==> src/rtl/cookie_ctrl_pkg.sv <==
// cookie_ctrl_pkg
//   Shared definitions for the cookie mesh sequencer: the controller state
//   encoding and the default word width / mesh latency.
//   Optional feature macro used by the top: COOKIE_CTRL_PARITY_EN.
package cookie_ctrl_pkg;

   typedef enum logic [1:0] {
      IDLE = 2'd0,
      RUN  = 2'd1,
      DONE = 2'd2
   } cookie_ctrl_state_t;

   localparam int COOKIE_WIDTH_DEF   = 8;
   localparam int COOKIE_LATENCY_DEF = 7;

endpackage

==> src/rtl/cookie_ctrl_capture.sv <==
// cookie_ctrl_capture
//   WIDTH-bit serial-in capture register. Each write stores one bit at the
//   given index; clear zeroes the whole word and has priority over write.
//   The look-ahead word (value after the current edge) is exported so the
//   top can latch a complete result on the same edge as the last bit.
// Ports:
//   clk, rst_n  : clock, asynchronous active-low reset
//   clr         : zero the word at the next edge
//   we          : store bit_in at position idx at the next edge
//   idx         : bit position to write
//   bit_in      : serial bit to store
//   data_next   : word value after the next edge
module cookie_ctrl_capture
   import cookie_ctrl_pkg::*;
#(
   parameter int WIDTH = COOKIE_WIDTH_DEF,
   parameter int IDX_W = 3
) (
   input  logic             clk,
   input  logic             rst_n,
   input  logic             clr,
   input  logic             we,
   input  logic [IDX_W-1:0] idx,
   input  logic             bit_in,
   output logic [WIDTH-1:0] data_next
);

   logic [WIDTH-1:0] word_r;
   logic [WIDTH-1:0] word_next_s;
   logic [WIDTH-1:0] mask_s;

   // One-hot mask of the bit being written this cycle.
   always_comb begin
      mask_s = {{(WIDTH-1){1'b0}}, 1'b1} << idx;
   end

   // Next word: clear wins, otherwise replace the addressed bit.
   always_comb begin
      word_next_s = word_r;
      if (clr) begin
         word_next_s = {WIDTH{1'b0}};
      end else if (we) begin
         word_next_s = (word_r & ~mask_s) | (bit_in ? mask_s : {WIDTH{1'b0}});
      end else begin
         word_next_s = word_r;
      end
   end

   // Capture storage.
   always_ff @(posedge clk or negedge rst_n) begin
      if (!rst_n) begin
         word_r <= {WIDTH{1'b0}};
      end else begin
         word_r <= word_next_s;
      end
   end

   assign data_next = word_next_s;

endmodule

==> src/rtl/cookie_ctrl.sv <==
// cookie_ctrl
//   Sequencer for the cookie random-bit mesh. Accepts a seed word, shifts it
//   LSB-first into the mesh with en high, keeps en high for LATENCY more
//   cycles to flush the pipeline while capturing the mesh output, then
//   presents the captured word on a valid/ready output.
// Ports:
//   clk, rst_n               : clock, asynchronous active-low reset
//   in_valid/in_ready/in_data: seed handshake
//   out_valid/out_ready/out_data : result handshake
//   busy                     : job in progress
//   cookie_en, cookie_rbit   : mesh enable and serial input
//   cookie_rbit_o            : mesh serial output
//   out_parity               : XOR of out_data (only with COOKIE_CTRL_PARITY_EN)
// Optional feature macro: COOKIE_CTRL_PARITY_EN
module cookie_ctrl
   import cookie_ctrl_pkg::*;
#(
   parameter int WIDTH   = COOKIE_WIDTH_DEF,
   parameter int LATENCY = COOKIE_LATENCY_DEF
) (
   input  logic             clk,
   input  logic             rst_n,
   input  logic             in_valid,
   output logic             in_ready,
   input  logic [WIDTH-1:0] in_data,
   output logic             out_valid,
   input  logic             out_ready,
   output logic [WIDTH-1:0] out_data,
   output logic             busy,
   output logic             cookie_en,
   output logic             cookie_rbit,
`ifdef COOKIE_CTRL_PARITY_EN
   output logic             out_parity,
`endif
   input  logic             cookie_rbit_o
);

   localparam int CNT_W = $clog2(WIDTH + LATENCY);
   localparam int IDX_W = (WIDTH > 1) ? $clog2(WIDTH) : 1;
   localparam logic [CNT_W-1:0] CNT_LAST = CNT_W'(WIDTH + LATENCY - 1);
   localparam logic [CNT_W-1:0] CNT_LAT  = CNT_W'(LATENCY);
   localparam logic [CNT_W-1:0] CNT_WID  = CNT_W'(WIDTH);

   function automatic logic calc_parity(input logic [WIDTH-1:0] word);
      return ^word;
   endfunction

   cookie_ctrl_state_t state_r;
   cookie_ctrl_state_t state_next_s;
   logic [CNT_W-1:0]   cnt_r;
   logic [WIDTH-1:0]   seed_r;
   logic [WIDTH-1:0]   out_data_r;
   logic [WIDTH-1:0]   seed_sh_s;
   logic [WIDTH-1:0]   cap_next_s;
   logic               accept_s;
   logic               run_last_s;
   logic               cap_we_s;
   logic [IDX_W-1:0]   cap_idx_s;

   assign accept_s   = (state_r == IDLE) && in_valid;
   assign run_last_s = (state_r == RUN) && (cnt_r == CNT_LAST);
   assign seed_sh_s  = seed_r >> cnt_r;
   // The mesh output for seed bit k emerges LATENCY enabled cycles later.
   assign cap_we_s   = (state_r == RUN) && (cnt_r >= CNT_LAT);
   assign cap_idx_s  = IDX_W'(cnt_r - CNT_LAT);

   cookie_ctrl_capture #(
      .WIDTH (WIDTH),
      .IDX_W (IDX_W)
   ) u_capture (
      .clk       (clk),
      .rst_n     (rst_n),
      .clr       (accept_s),
      .we        (cap_we_s),
      .idx       (cap_idx_s),
      .bit_in    (cookie_rbit_o),
      .data_next (cap_next_s)
   );

   // State register.
   always_ff @(posedge clk or negedge rst_n) begin
      if (!rst_n) begin
         state_r <= IDLE;
      end else begin
         state_r <= state_next_s;
      end
   end

   // Next-state logic.
   always_comb begin
      state_next_s = state_r;
      case (state_r)
         IDLE:    state_next_s = in_valid ? RUN : IDLE;
         RUN:     state_next_s = (cnt_r == CNT_LAST) ? DONE : RUN;
         DONE:    state_next_s = out_ready ? IDLE : DONE;
         default: state_next_s = IDLE;
      endcase
   end

   // Seed latch and bit counter; the counter stops at its last value.
   always_ff @(posedge clk or negedge rst_n) begin
      if (!rst_n) begin
         seed_r <= {WIDTH{1'b0}};
         cnt_r  <= {CNT_W{1'b0}};
      end else if (accept_s) begin
         seed_r <= in_data;
         cnt_r  <= {CNT_W{1'b0}};
      end else if ((state_r == RUN) && !run_last_s) begin
         cnt_r  <= cnt_r + CNT_W'(1);
      end else begin
         cnt_r  <= cnt_r;
      end
   end

   // Result word: loaded with the look-ahead capture value on DONE entry so
   // the final sampled bit is included.
   always_ff @(posedge clk or negedge rst_n) begin
      if (!rst_n) begin
         out_data_r <= {WIDTH{1'b0}};
      end else if (run_last_s) begin
         out_data_r <= cap_next_s;
      end else begin
         out_data_r <= out_data_r;
      end
   end

`ifdef COOKIE_CTRL_PARITY_EN
   logic out_parity_r;

   // Parity of the result word, same timing as out_data.
   always_ff @(posedge clk or negedge rst_n) begin
      if (!rst_n) begin
         out_parity_r <= 1'b0;
      end else if (run_last_s) begin
         out_parity_r <= calc_parity(cap_next_s);
      end else begin
         out_parity_r <= out_parity_r;
      end
   end

   assign out_parity = out_parity_r;
`endif

   // Output decode from state and counter only (no input-to-mesh path).
   always_comb begin
      in_ready    = 1'b0;
      out_valid   = 1'b0;
      busy        = 1'b1;
      cookie_en   = 1'b0;
      cookie_rbit = 1'b0;
      case (state_r)
         IDLE: begin
            in_ready = 1'b1;
            busy     = 1'b0;
         end
         RUN: begin
            cookie_en   = 1'b1;
            cookie_rbit = (cnt_r < CNT_WID) ? seed_sh_s[0] : 1'b0;
         end
         DONE: begin
            out_valid = 1'b1;
         end
         default: begin
            busy = 1'b0;
         end
      endcase
   end

   assign out_data = out_data_r;

endmodule

==> config.mk <==
export PLATFORM = sky130hd
export DESIGN_NAME = cookie_ctrl
export DESIGN_NICKNAME = d
export VERILOG_FILES = /design/src/rtl/cookie_ctrl_pkg.sv /design/src/rtl/cookie_ctrl_capture.sv /design/src/rtl/cookie_ctrl.sv
export SDC_FILE = /design/constraint.sdc
export NUM_CORES = 1
export LEC_CHECK = 0
export CAP_MARGIN = 25
export CORE_MARGIN = 2
export CORE_UTILIZATION = 52
export CTS_CLUSTER_DIAMETER = 40
export DETAILED_ROUTE_END_ITERATION = 16
export PLACE_DENSITY_LB_ADDON = 0.2
export SETUP_SLACK_MARGIN = 0.5
export SLEW_MARGIN = 10
export SYNTH_ARGS = -nofsm -noshare
export SYNTH_HDL_FRONTEND = slang
export SYNTH_SLANG_ARGS = --single-unit
==> constraint.sdc <==
create_clock -name clk -period 2.4 [get_ports clk]
set_input_delay 0.36 -clock clk [delete_from_list [all_inputs] [get_ports clk]]
set_output_delay 0.36 -clock clk [all_outputs]
set_load 0.005 [all_outputs]
Yosys cells after proc, flatten, opt, wreduce, memory -nomap -nowiden
Cells that the tools add are included.
{"block": "op_classes", "add_sub_neg": 2, "magnitude_cmp": 2, "eq_ne": 3, "shifts": 2, "mux": 15, "n_bitwise": 3, "reduce_logical": 8}
{"operator": "2-to-1 mux 8 bit", "n": 3}
{"operator": "bitwise AND 8 bit", "n": 1}
{"operator": "2-to-1 mux 4 bit", "n": 2}
{"operator": "inverter 8 bit", "n": 1}
{"operator": "OR 8 bit", "n": 1}
{"operator": "left shift 1 x 3 -> 8 bit, first input constant", "n": 1}
{"operator": "right shift 8 x 4 -> 1 bit", "n": 1}
{"operator": "2-to-1 mux 1 bit", "n": 7}
{"operator": "case mux 2 bit (3 select lines)", "n": 1}
{"operator": "adder 4 x 1 -> 4 bit, second input constant", "n": 1}
{"operator": "equality test 4 bit, second input constant", "n": 1}
{"operator": ">= comparator 4 x 3 -> 1 bit, second input constant", "n": 1}
{"operator": "logical AND 1 bit", "n": 4}
{"operator": "less-than comparator 4 bit, second input constant", "n": 1}
{"operator": "2-to-1 mux 2 bit", "n": 2}
{"operator": "subtractor 3 bit, second input constant", "n": 1}
{"operator": "equality test 2 x 1 -> 1 bit, second input constant", "n": 1}
{"operator": "equality test 2 bit, second input constant", "n": 1}
{"operator": "zero test 2 bit", "n": 1}
{"operator": "nonzero test 2 bit", "n": 1}
{"operator": "OR reduction 2 bit", "n": 1}
{"operator": "zero test 1 bit", "n": 1}
{"block": "word_totals", "ff_bits": 30, "inputBits": 13, "output_inout_bits": 13, "wordCells": 40}

Longest topological paths before layout
Gate-level depths: netlist (run 1).
{"block": "depth", "depth_word": 7, "depth_mapped": 9, "depth_no_buf": 6}

Cells and area by module
Synthesis (run 1) repeated with hierarchy kept, for this count alone.
{"block": "hier_totals", "hier_cells": 118, "area_unflattened_um2": 1481.4}
{"module": "cookie_ctrl", "instances": 1, "cells_each": 84, "area_each_um2": 1054.8, "seq_area_each_um2": 550.5}
{"module": "cookie_ctrl_capture", "instances": 1, "cells_each": 34, "area_each_um2": 426.7, "seq_area_each_um2": 200.2}

Least setup slack after synthesis (run 1)
Ideal clock, no wire load.
{"block": "synth_timing", "path_type": "register -> register", "startpoint": "reg cnt_r[0]", "endpoint": "reg out_data_r[0] (netlist: out_data[0])", "setup_ns": 0.125, "arrival_ns": 1.571, "required_time_ns": 2.275, "setup_slack_ns": 0.703, "path_stages_with_launch": 6, "path_buffers": 0, "period_less_slack_ns": 1.697, "cell_sequence": "dfrtp_1 ha_1 or3b_4 a21oi_2 mux2i_1 o21ai_1"}
{"block": "synth_via", "elab_chain_len": 7, "word_cells_on_any_way": 12, "cone_classes": "add/sub: 1; order compare: 1; eq/ne: 1; shift: 1; mux: 3; bitwise: 3; reduce/logical: 2"}
{"element": "from (decl)", "line": "cookie_ctrl.sv:50", "text": "logic [CNT_W-1:0] cnt_r;"}
{"element": "from (signal assigned)", "line": "cookie_ctrl.sv:104", "text": "cnt_r <= {CNT_W{1'b0}};"}
{"element": "from (signal assigned)", "line": "cookie_ctrl.sv:107", "text": "cnt_r <= {CNT_W{1'b0}};"}
{"element": "from (signal assigned)", "line": "cookie_ctrl.sv:109", "text": "cnt_r <= cnt_r + CNT_W'(1);"}
{"element": "subtractor 3 bit", "line": "cookie_ctrl.sv:65", "text": "assign cap_idx_s = IDX_W'(cnt_r - CNT_LAT);"}
{"element": "left shift 1 x 3 -> 8 bit", "line": "cookie_ctrl_capture.sv:34", "text": "mask_s = {{(WIDTH-1){1'b0}}, 1'b1} << idx;"}
{"element": "inverter 8 bit", "line": "cookie_ctrl_capture.sv:43", "text": "word_next_s = (word_r & ~mask_s) | (bit_in ? mask_s : {WIDTH{1'b0}});"}
{"element": "bitwise AND 8 bit", "line": "cookie_ctrl_capture.sv:43"}
{"element": "OR 8 bit", "line": "cookie_ctrl_capture.sv:43"}
{"element": "2-to-1 mux 8 bit", "line": "cookie_ctrl_capture.sv:42", "text": "end else if (we) begin"}
{"element": "2-to-1 mux 8 bit", "line": "cookie_ctrl_capture.sv:40", "text": "if (clr) begin"}
{"element": "to (signal assigned)", "line": "cookie_ctrl.sv:119", "text": "out_data_r <= {WIDTH{1'b0}};"}
{"element": "to (signal assigned)", "line": "cookie_ctrl.sv:121", "text": "out_data_r <= cap_next_s;"}
{"element": "to (signal assigned)", "line": "cookie_ctrl.sv:123", "text": "out_data_r <= out_data_r;"}
{"element": "to (decl)", "line": "cookie_ctrl.sv:52", "text": "logic [WIDTH-1:0] out_data_r;"}
Several ways; a longest one is shown, not always the timed one.
A chain may end at the register's enable or synchronous reset.

Final worst setup path (run 1)
{"block": "layout_timing", "startpoint": "reg cnt_r[0]", "endpoint": "out cookie_rbit"}
{"block": "layout_via", "elab_chain_len": 3, "word_cells_on_any_way": 4, "cone_classes": "order compare: 1; shift: 1; mux: 2"}
{"element": "right shift 8 x 4 -> 1 bit or less-than comparator 4 bit (tied branches)", "line": "cookie_ctrl.sv:62, cookie_ctrl.sv:158"}
{"element": "2-to-1 mux 1 bit *", "line": "cookie_ctrl.sv:158", "text": "cookie_rbit = (cnt_r < CNT_WID) ? seed_sh_s[0] : 1'b0;"}
{"element": "2-to-1 mux 1 bit *", "line": "cookie_ctrl.sv:151", "text": "case (state_r)"}
{"element": "to (decl)", "line": "cookie_ctrl.sv:31", "text": "output logic cookie_rbit,"}
Mark *: on every way between the ends. The rest lies on a longest branch, timed or not.

==> impl_metrics.ini, run 1 <==
[sta]
fin_worst_skew_ps = 8.792
finalHoldViolCount = 0
rsz0062_at_grt = true
period_share_pct = 79.78
slew_headroom_pct = 73.72
final_max_slew_viol_count = 0
min_period_ps = 1915
fin_ws_ps = 485.2
tightest_slew_ps = 394.2
setup_viol = 0
holdWs_ps = 426.2
setup-tns-final_ps = 0
fmax_mhz = 522.3

[synth]
yosysTopAreaCell = dfrtp_1
synth.top_cell.area_share_pct = 50.25
yosys.cell_types.count = 28
synth_seq_cells = 30
avgSynthCellArea_sq_um = 10.09
netlist_area_sq_mm = 0.001494
netlist_top_cells_area = dfrtp_1 50%, nand2_1 9.8%, ha_1 8.4%
ys_warn_count = 0
yosysSeqAreaShare_pct = 50.25
synthCells = 148
syn_nets = 171

[setup_path]
r2r_slack_ps = 550
worstSetupPathType = flip-flop to output pin
cp.arrival_ps = 1550
cp-end-kind = output pin
cp_max_fo = 4
reg2reg_from = cnt_r[0]
r2r_end = out_data[0]
required_ps = 2040
r2r_cells = 6
start_kind = flip-flop

[clocking]
cts_buffers = 5
clockRootBuffer = clkbuf_4
cts.path.max_buffers = 2
htree_levels = 2
tritoncts = yes
cts.sinks = 30
clkSlewWorstSetupHoldPaths_ps = 90
clkLatencyLatePin_ps = 320

[finish]
num-nets-final = 202
fin_util_pct = 68.47
area_growth_pct = 25.29
final_cell_mix = 39 x nand2_1, 29 x dfrtp_1, 21 x clkdlybuf4s50_1, 10 x nor2_1, 8 x mux2i_1
fin_area_sq_mm = 0.001872
drive_gt1_share_pct = 17.78
final_common_cell = nand2_1
diodes = 0

[route]
viasPerCell = 5.237
ant_nets = 0
initialDrtViolationCount = 12
vias = 1105
post_drt_wl_per_cell_um = 13.64
wirelength_um = 2879
drc = 0
drtPass1Iterations = 4

[place]
dp_hpwl_um = 2031
port_buffers = 25
placed_area_sq_mm = 0.001767
pre_cts_slack_ps = 384.8
gp_congestion = 0.8493

[global_route]
grt_usage_pct = 20.63
grtUsageMet1_pct = 25.37
met3_usage_pct = 6.803
grt_pass1_wl_um = 5133
grt-ovfl-total = 0
grt_pass1_vias = 1170
grt_max_degree = 31
top_usage_layer = met2
use_met2_pct = 34.09
antenna_found_initial = 0

[pwr]
peakVddDrop_uv = 830.8
p_per_area_mw_per_mm2 = 1182
p_leak_nw = 0.9153

[die]
die-area_sq_mm = 0.003318
coreArea_sq_mm = 0.002734
start_util_pct = 54.65
ioPinCount = 26
rows = 19
die_w_um = 57.60
die_y_um = 57.60

[worst_hold_path]
worstHoldPathType = primary input to async pin

[job]
maxCapViolations = 0

[run_status]
status = completed
==> registers in the layout (all words and copies together) (netlist names) <==
| name | cells |
|---|---|
| cnt_r | 4 |
| out_data | 8 |
| seed_r | 8 |
| state_r | 2 |
| u_capture.word_r | 8 |
==> layer usage <==
metal,vias to the layer above,wire [um]
li1,550,-
met1,524,1301
met2,25,1382
met3,6,151
met4,0,44
met5,-,0
==> worst max-delay path, stage by stage (launching register included) <==
cell and delay [ps]:
dfrtp_2 410, mux4_2 500, mux2i_1 140, nor3b_1 60, buf_2 130
==> what timing repair did <==
item                       CTS  global route
hold buffers                 0             0
setup endpoints to repair    4            15
pin swaps                    0             1
gates resized for setup      7             8
gates cloned                 0             0
buffers inserted             3             0
==> worst max-delay path by stage <==
stage / start / to / slack (ps) / cells after the start
after floorplan: cnt_r[0] / out_data[0] / 700 / 5
after global placement: cnt_r[0] / cookie_rbit / 420 / 4
after detailed placement: cnt_r[0] / cookie_rbit / 380 / 4
after CTS: state_r[1] / cookie_en / 480 / 3
after global routing: cnt_r[0] / cookie_rbit / 380 / 4
final: cnt_r[0] / cookie_rbit / 490 / 4
==> kinds of logic (layout without fill, tap and decap cells) <==
| logic type | Yosys count | after routing | synth area share, % |
|---|---|---|---|
| DFF | 30 | 30 | 50.25 |
| and+or+nand+nor | 65 | 65 | 18.85 |
| adders and majority gates | 10 | 10 | 8.375 |
| xor gates and xnor gates | 4 | 4 | 2.345 |
| muxes | 11 | 11 | 9.129 |
| AOI/OAI and AO/OA | 16 | 16 | 7.202 |
| buffers and inverters | 12 | 44 | 3.852 |
==> final cells by class <==
class / count / area, sq um
clock buffers: 7 / 55.05
multi-input cells: 106 / 708.2
flip-flops and latches: 30 / 752.0
fillers: 219 / 862.1
repair buffers: 31 / 294.0
clock inverters: 1 / 5.005
inverters: 5 / 18.77
well taps: 31 / 38.79
==> cell usage after synthesis <==
cell      instances
a21oi_1           3
a21oi_2           5
a31o_1            1
and2_0            1
and2_1            1
and3_2            1
buf_2             3
buf_6             1
clkbuf_1          2
clkbuf_2          1
dfrtp_1          30
ha_1             10
inv_1             5
mux2_2            1
mux2i_1           8
mux4_2            2
nand2_1          39
nand2b_1          1
nand3_1           8
nand4_1           2
nor2_1           10
nor3b_1           1
o21ai_0           1
o21ai_1           4
o31ai_1           2
or3b_4            1
xnor2_1           1
xor2_1            3
==> metrics by stage <==
step,cells,power (mW)
6_report,211,2.212
4_1_cts,211,2.212
3_5_place_dp,200,1.883
2_1_floorplan,148,1.494
3_3_place_gp,200,1.840
5_1_grt,211,2.419
==> power breakdown <==
| group | leakage, nW | total [mW] | internal [mW] | switching [mW] |
|---|---|---|---|---|
| Sequential | 0.370 | 0.884 | 0.724 | 0.160 |
| Clock | 0.0353 | 0.304 | 0.142 | 0.162 |
| Combinational | 0.510 | 1.02 | 0.533 | 0.492 |
No activity file was read; power rests on OpenSTA's default activity.
==> run 2: changes to the inputs <==
==> constraint.sdc (replaced) <==
create_clock -name clk -period 2 [get_ports clk]
set_input_delay 0.3 -clock clk [delete_from_list [all_inputs] [get_ports clk]]
set_output_delay 0.3 -clock clk [all_outputs]
set_load 0.005 [all_outputs]
==> run 2 against run 1 <==
  * Worst setup slack got worse by 400 ps
  * First-iteration DRC count increased to 3.7 times the previous value
  * Via count increased by 2.8%
  * Largest cell class is now multi-input gates
  * Critical endpoint unchanged
==> impl_metrics.ini, run 2 (synthesis results as in run 1) <==
[die]
rows = 19
die-area_sq_mm = 0.003318
die_y_um = 57.60
coreArea_sq_mm = 0.002734
start_util_pct = 54.65
ioPinCount = 26
die_w_um = 57.60

[global_route]
grt-ovfl-total = 0
grt_pass1_wl_um = 5485
grt_pass1_vias = 1205
grt_max_degree = 31
grt_usage_pct = 22.46
antenna_found_initial = 0

[finish]
num-nets-final = 209
multi_input_area_sq_um = 755.7
area_growth_pct = 31.32
final_cell_mix = 38 x nand2_1, 28 x dfrtp_1, 12 x clkdlybuf4s50_1, 11 x buf_4, 10 x nor2_1
fill_cells = 192
drive_gt1_share_pct = 26.74
final_common_cell = nand2_1
regArea_sq_um = 753.2
diodes = 0

[place]
port_buffers = 25
pre_cts_slack_ps = 106.9
dp_hpwl_um = 2209
gp_congestion = 0.8777

[sta]
slew_headroom_pct = 74.05
setup-tns-final_ps = 0
holdWs_ps = 340.5
min_period_ps = 1910
fin_ws_ps = 90.07
finalHoldViolCount = 0
period_share_pct = 95.50
final_max_slew_viol_count = 0
rsz0062_at_grt = true
tightest_slew_ps = 387.9
setup_viol = 0
fmax_mhz = 523.6
fin_worst_skew_ps = 14.19

[clocking]
cts.sinks = 30
tritoncts = yes
cts.path.max_buffers = 2
clockRootBuffer = clkbuf_4
htree_levels = 2
cts_buffers = 5
clkLatencyLatePin_ps = 330
clkSlewWorstSetupHoldPaths_ps = 100

[setup_path]
r2r_cells = 6
start_kind = flip-flop
cp_max_fo = 3
worstSetupPathType = flip-flop to output pin
r2r_end = out_data[1]
cp.arrival_ps = 1610
cp-end-kind = output pin
r2r_slack_ps = 180
required_ps = 1700
reg2reg_from = cnt_r[0]

[route]
post_drt_wl_per_cell_um = 14.39
wirelength_um = 3138
ant_nets = 0
vias = 1136
viasPerCell = 5.211
drc = 0
initialDrtViolationCount = 44
drtPass1Iterations = 4

[worst_hold_path]
worstHoldPathType = primary input to async pin

[job]
maxCapViolations = 0

[pwr]
p_per_area_mw_per_mm2 = 1408
p_leak_nw = 0.9525
peakVddDrop_uv = 1000

[run_status]
status = completed
run 2: cell types whose count changed in the layout (fill, tap and decap cells not counted), sizes merged:
| cell | delta |
|---|---|
| clkdlybuf4s50 | -9 |
| dlymetal6s2s | +2 |
| buf | +10 |
| dlygate4sd2 | +3 |
| clkbuf | +1 |
run 2: worst max-delay path, stage by stage (launching register included):
cell and delay, ps:
dfrtp_2 410, mux4_2 510, mux2i_1 170, nor3b_1 60, buf_2 130
run 2: worst max path at each step:
stage,endpoint,from,slack (ps),cells after the start
after floorplan,out_data[0],cnt_r[0],400,5
after global placement,cookie_rbit,cnt_r[0],190,4
after detailed placement,cookie_rbit,cnt_r[0],110,4
after CTS,cookie_rbit,cnt_r[0],50,4
after global routing,cookie_rbit,cnt_r[0],20,4
final,cookie_rbit,cnt_r[0],90,4
run 2: report_power, final:
group,internal [mW],leakage [nW],switching (mW)
Clock,0.170,0.0353,0.207
Combinational,0.663,0.549,0.660
Sequential,0.872,0.369,0.190
Total,1.71,0.952,1.06
run 2: timing repair:
item | CTS | global route
gates resized for setup | 30 | 9
endpoints found under the setup margin | 32 | 29
buffers inserted | 5 | 3
hold buffers | 0 | 0
pin swaps | 7 | 6
run 2: layout make-up:
class / instances / share of cell area, %
sequential: 30 / 38.39
clock buffer: 7 / 2.806
inverter: 5 / 0.9566
timing repair buffer: 38 / 17.09
clock inverter: 1 / 0.2551
tap: 31 / 1.977
multi-input combinational: 106 / 38.52
run 2: layer usage:
metal | vias to the layer above | GRT usage (%) | share of wire, %
met5 | - | 0 | 0
met4 | 0 | 7.973 | 1.6
met3 | 6 | 7.710 | 4.5
met2 | 24 | 35.71 | 48
met1 | 542 | 28.55 | 46
li1 | 564 | - | -
run 2: through the flow:
| stage | std cells | area (sq um) | power (mW) | util, % |
|---|---|---|---|---|
| 2_1_floorplan | 148 | 1543 | 1.863 | - |
| 3_3_place_gp | 202 | 1812 | 2.273 | 66.27 |
| 3_5_place_dp | 202 | 1812 | 2.349 | 66.27 |
| 4_1_cts | 215 | 1917 | 2.745 | 70.11 |
| 5_1_grt | 218 | 1962 | 2.974 | 71.76 |
| 6_report | 218 | 1962 | 2.762 | 71.76 |
==> patch, RTL diff (settings of run 2) <==
Build with the macro `COOKIE_CTRL_PARITY_EN` defined.
--- a/src/rtl/cookie_ctrl.sv
+++ b/src/rtl/cookie_ctrl.sv
@@ -12,6 +12,8 @@
 //   cookie_rbit_o            : mesh serial output
 //   out_parity               : XOR of out_data (only with COOKIE_CTRL_PARITY_EN)
 // Optional feature macro: COOKIE_CTRL_PARITY_EN
+`define COOKIE_CTRL_PARITY_EN
+
 module cookie_ctrl
    import cookie_ctrl_pkg::*;
 #(
Function (old outputs only; new: out_parity): kept (equiv_simple and equiv_induct, registers matched by name and starting in step).
==> patch against run 2 <==
  * Area after synthesis grew 20%
  * Sequential cell count increased by 1
  * Design area is 48% higher
  * Wire length rose by 100%
  * Worst setup slack lost 550 ps
  * The run now ends with setup timing left
Power is not compared: it rests on default switching activity, and its combinational part moved more than twofold at a synthesized area within 25%.
==> patch: results (changes against run 2) <==
The flow ran to the end, but the final reports show violations. The checks that failed: setup timing. The tools report the total wire length as 6.43 mm (was 3.14 mm).

Endpoint of the lowest-slack register-to-register path: out_parity$_DFFE_PN0P_ (was out_data[1]$_DFFE_PN0P_). The layout cell share with drive strength beyond 1 was 46.2% (was 26.7%); the number of cells traversed by the worst register-to-register path was 9 (was 6). For the clock latency of the later-clocked register in the worst-skew pair, the log shows 350 ps (was 330 ps). The largest delay contributor family on the critical path was compound AO/OA/AOI/OAI gates (was multiplexers).

The sequential cell area fraction in the yosys report was 43.1% (was 50.3%); the worst clock skew on the final layout was 8.34 ps (was 14.2 ps). The met1 demand-to-capacity share in global routing is 33.8% (was 28.6%). The tools report the number of search-and-repair iterations in the first detailed-routing pass as 5 (was 4). Slowest stage cell on the critical path: sky130_fd_sc_hd__dfrtp_2 (was sky130_fd_sc_hd__mux4_2).

The logs give 188 (was 148) for the number of instances in the synthesized netlist and -457 ps (was 90.1 ps) for the setup slack after layout. The tools report the number of distinct library cells after synthesis as 38 (was 28). The met3 track demand over resource was 6.67% (was 7.71%).

The worst setup path category is reg -> reg (was reg -> out). The critical path startpoint was cnt_r[1]$_DFFE_PN0P_ (was cnt_r[0]$_DFFE_PN0P_). For the pin count of the biggest net entering global routing, the log shows 32 (was 31). Top cell types by occurrence after synthesis: sky130_fd_sc_hd__nand2_1 (44), sky130_fd_sc_hd__dfrtp_1 (31), sky130_fd_sc_hd__nor2_1 (19), sky130_fd_sc_hd__ha_1 (10), sky130_fd_sc_hd__mux2i_1 (9) (was sky130_fd_sc_hd__nand2_1 (39), sky130_fd_sc_hd__dfrtp_1 (30), sky130_fd_sc_hd__ha_1 (10), sky130_fd_sc_hd__nor2_1 (10)). The run gives 287 (was 202) as the number of cells after detailed placement. The wire length per cell came out at 20.7 um (was 14.4 um).

Routed length on met2: 3.35 mm (was 1.52 mm). The tools report the number of setup violations in the final report as 3 (was 0). The quantity of I/O buffers inserted on ports is 26 (was 25), and the via density per instance is 5.99 (was 5.21). The slew of the pin with the lowest slew margin was 473 ps (was 388 ps); the worst slack at placement was -601 ps (was 107 ps).

The data arrival at the endpoint of the critical path was 2700 ps (was 1610 ps); the placed cell area was 0.00238 mm^2 (was 0.00181 mm^2). For the combined global-route utilization of all metal layers, the log shows 27.1% (was 22.5%).
## patch: changes by cell type in the layout (fill, tap and decap cells not counted), moves of 6 or more
cell / change
sky130_fd_sc_hd__mux2i_1: -7
sky130_fd_sc_hd__nand2_1: -11
sky130_fd_sc_hd__nand2_2: +10
sky130_fd_sc_hd__nand2_4: +6
sky130_fd_sc_hd__buf_6: +19
sky130_fd_sc_hd__buf_4: +22
## patch: repair_timing
action	CTS	global route
hold endpoints to repair	0	0
endpoints found under the setup margin	41	30
pin swaps	15	22
gates resized for setup	66	51
buffers inserted	9	6
hold buffers	0	0
## patch: kinds of logic after synthesis
logic type                 synth area share (%)
buffers and inverters                      3.27
AOI/OAI and AO/OA                          13.4
DFF                                        43.1
muxes                                      7.52
adders and majority gates                  6.96
xor gates and xnor gates                   4.87
and+or+nand+nor                            20.8
## patch: area by class of cell
type	count	area (um^2)
flip-flops and latches	31	778
inverters	5	21.3
multi-input cells	143	1250
clock buffers	8	68.8
well taps	46	57.6
repair buffers	77	719
fillers	153	442
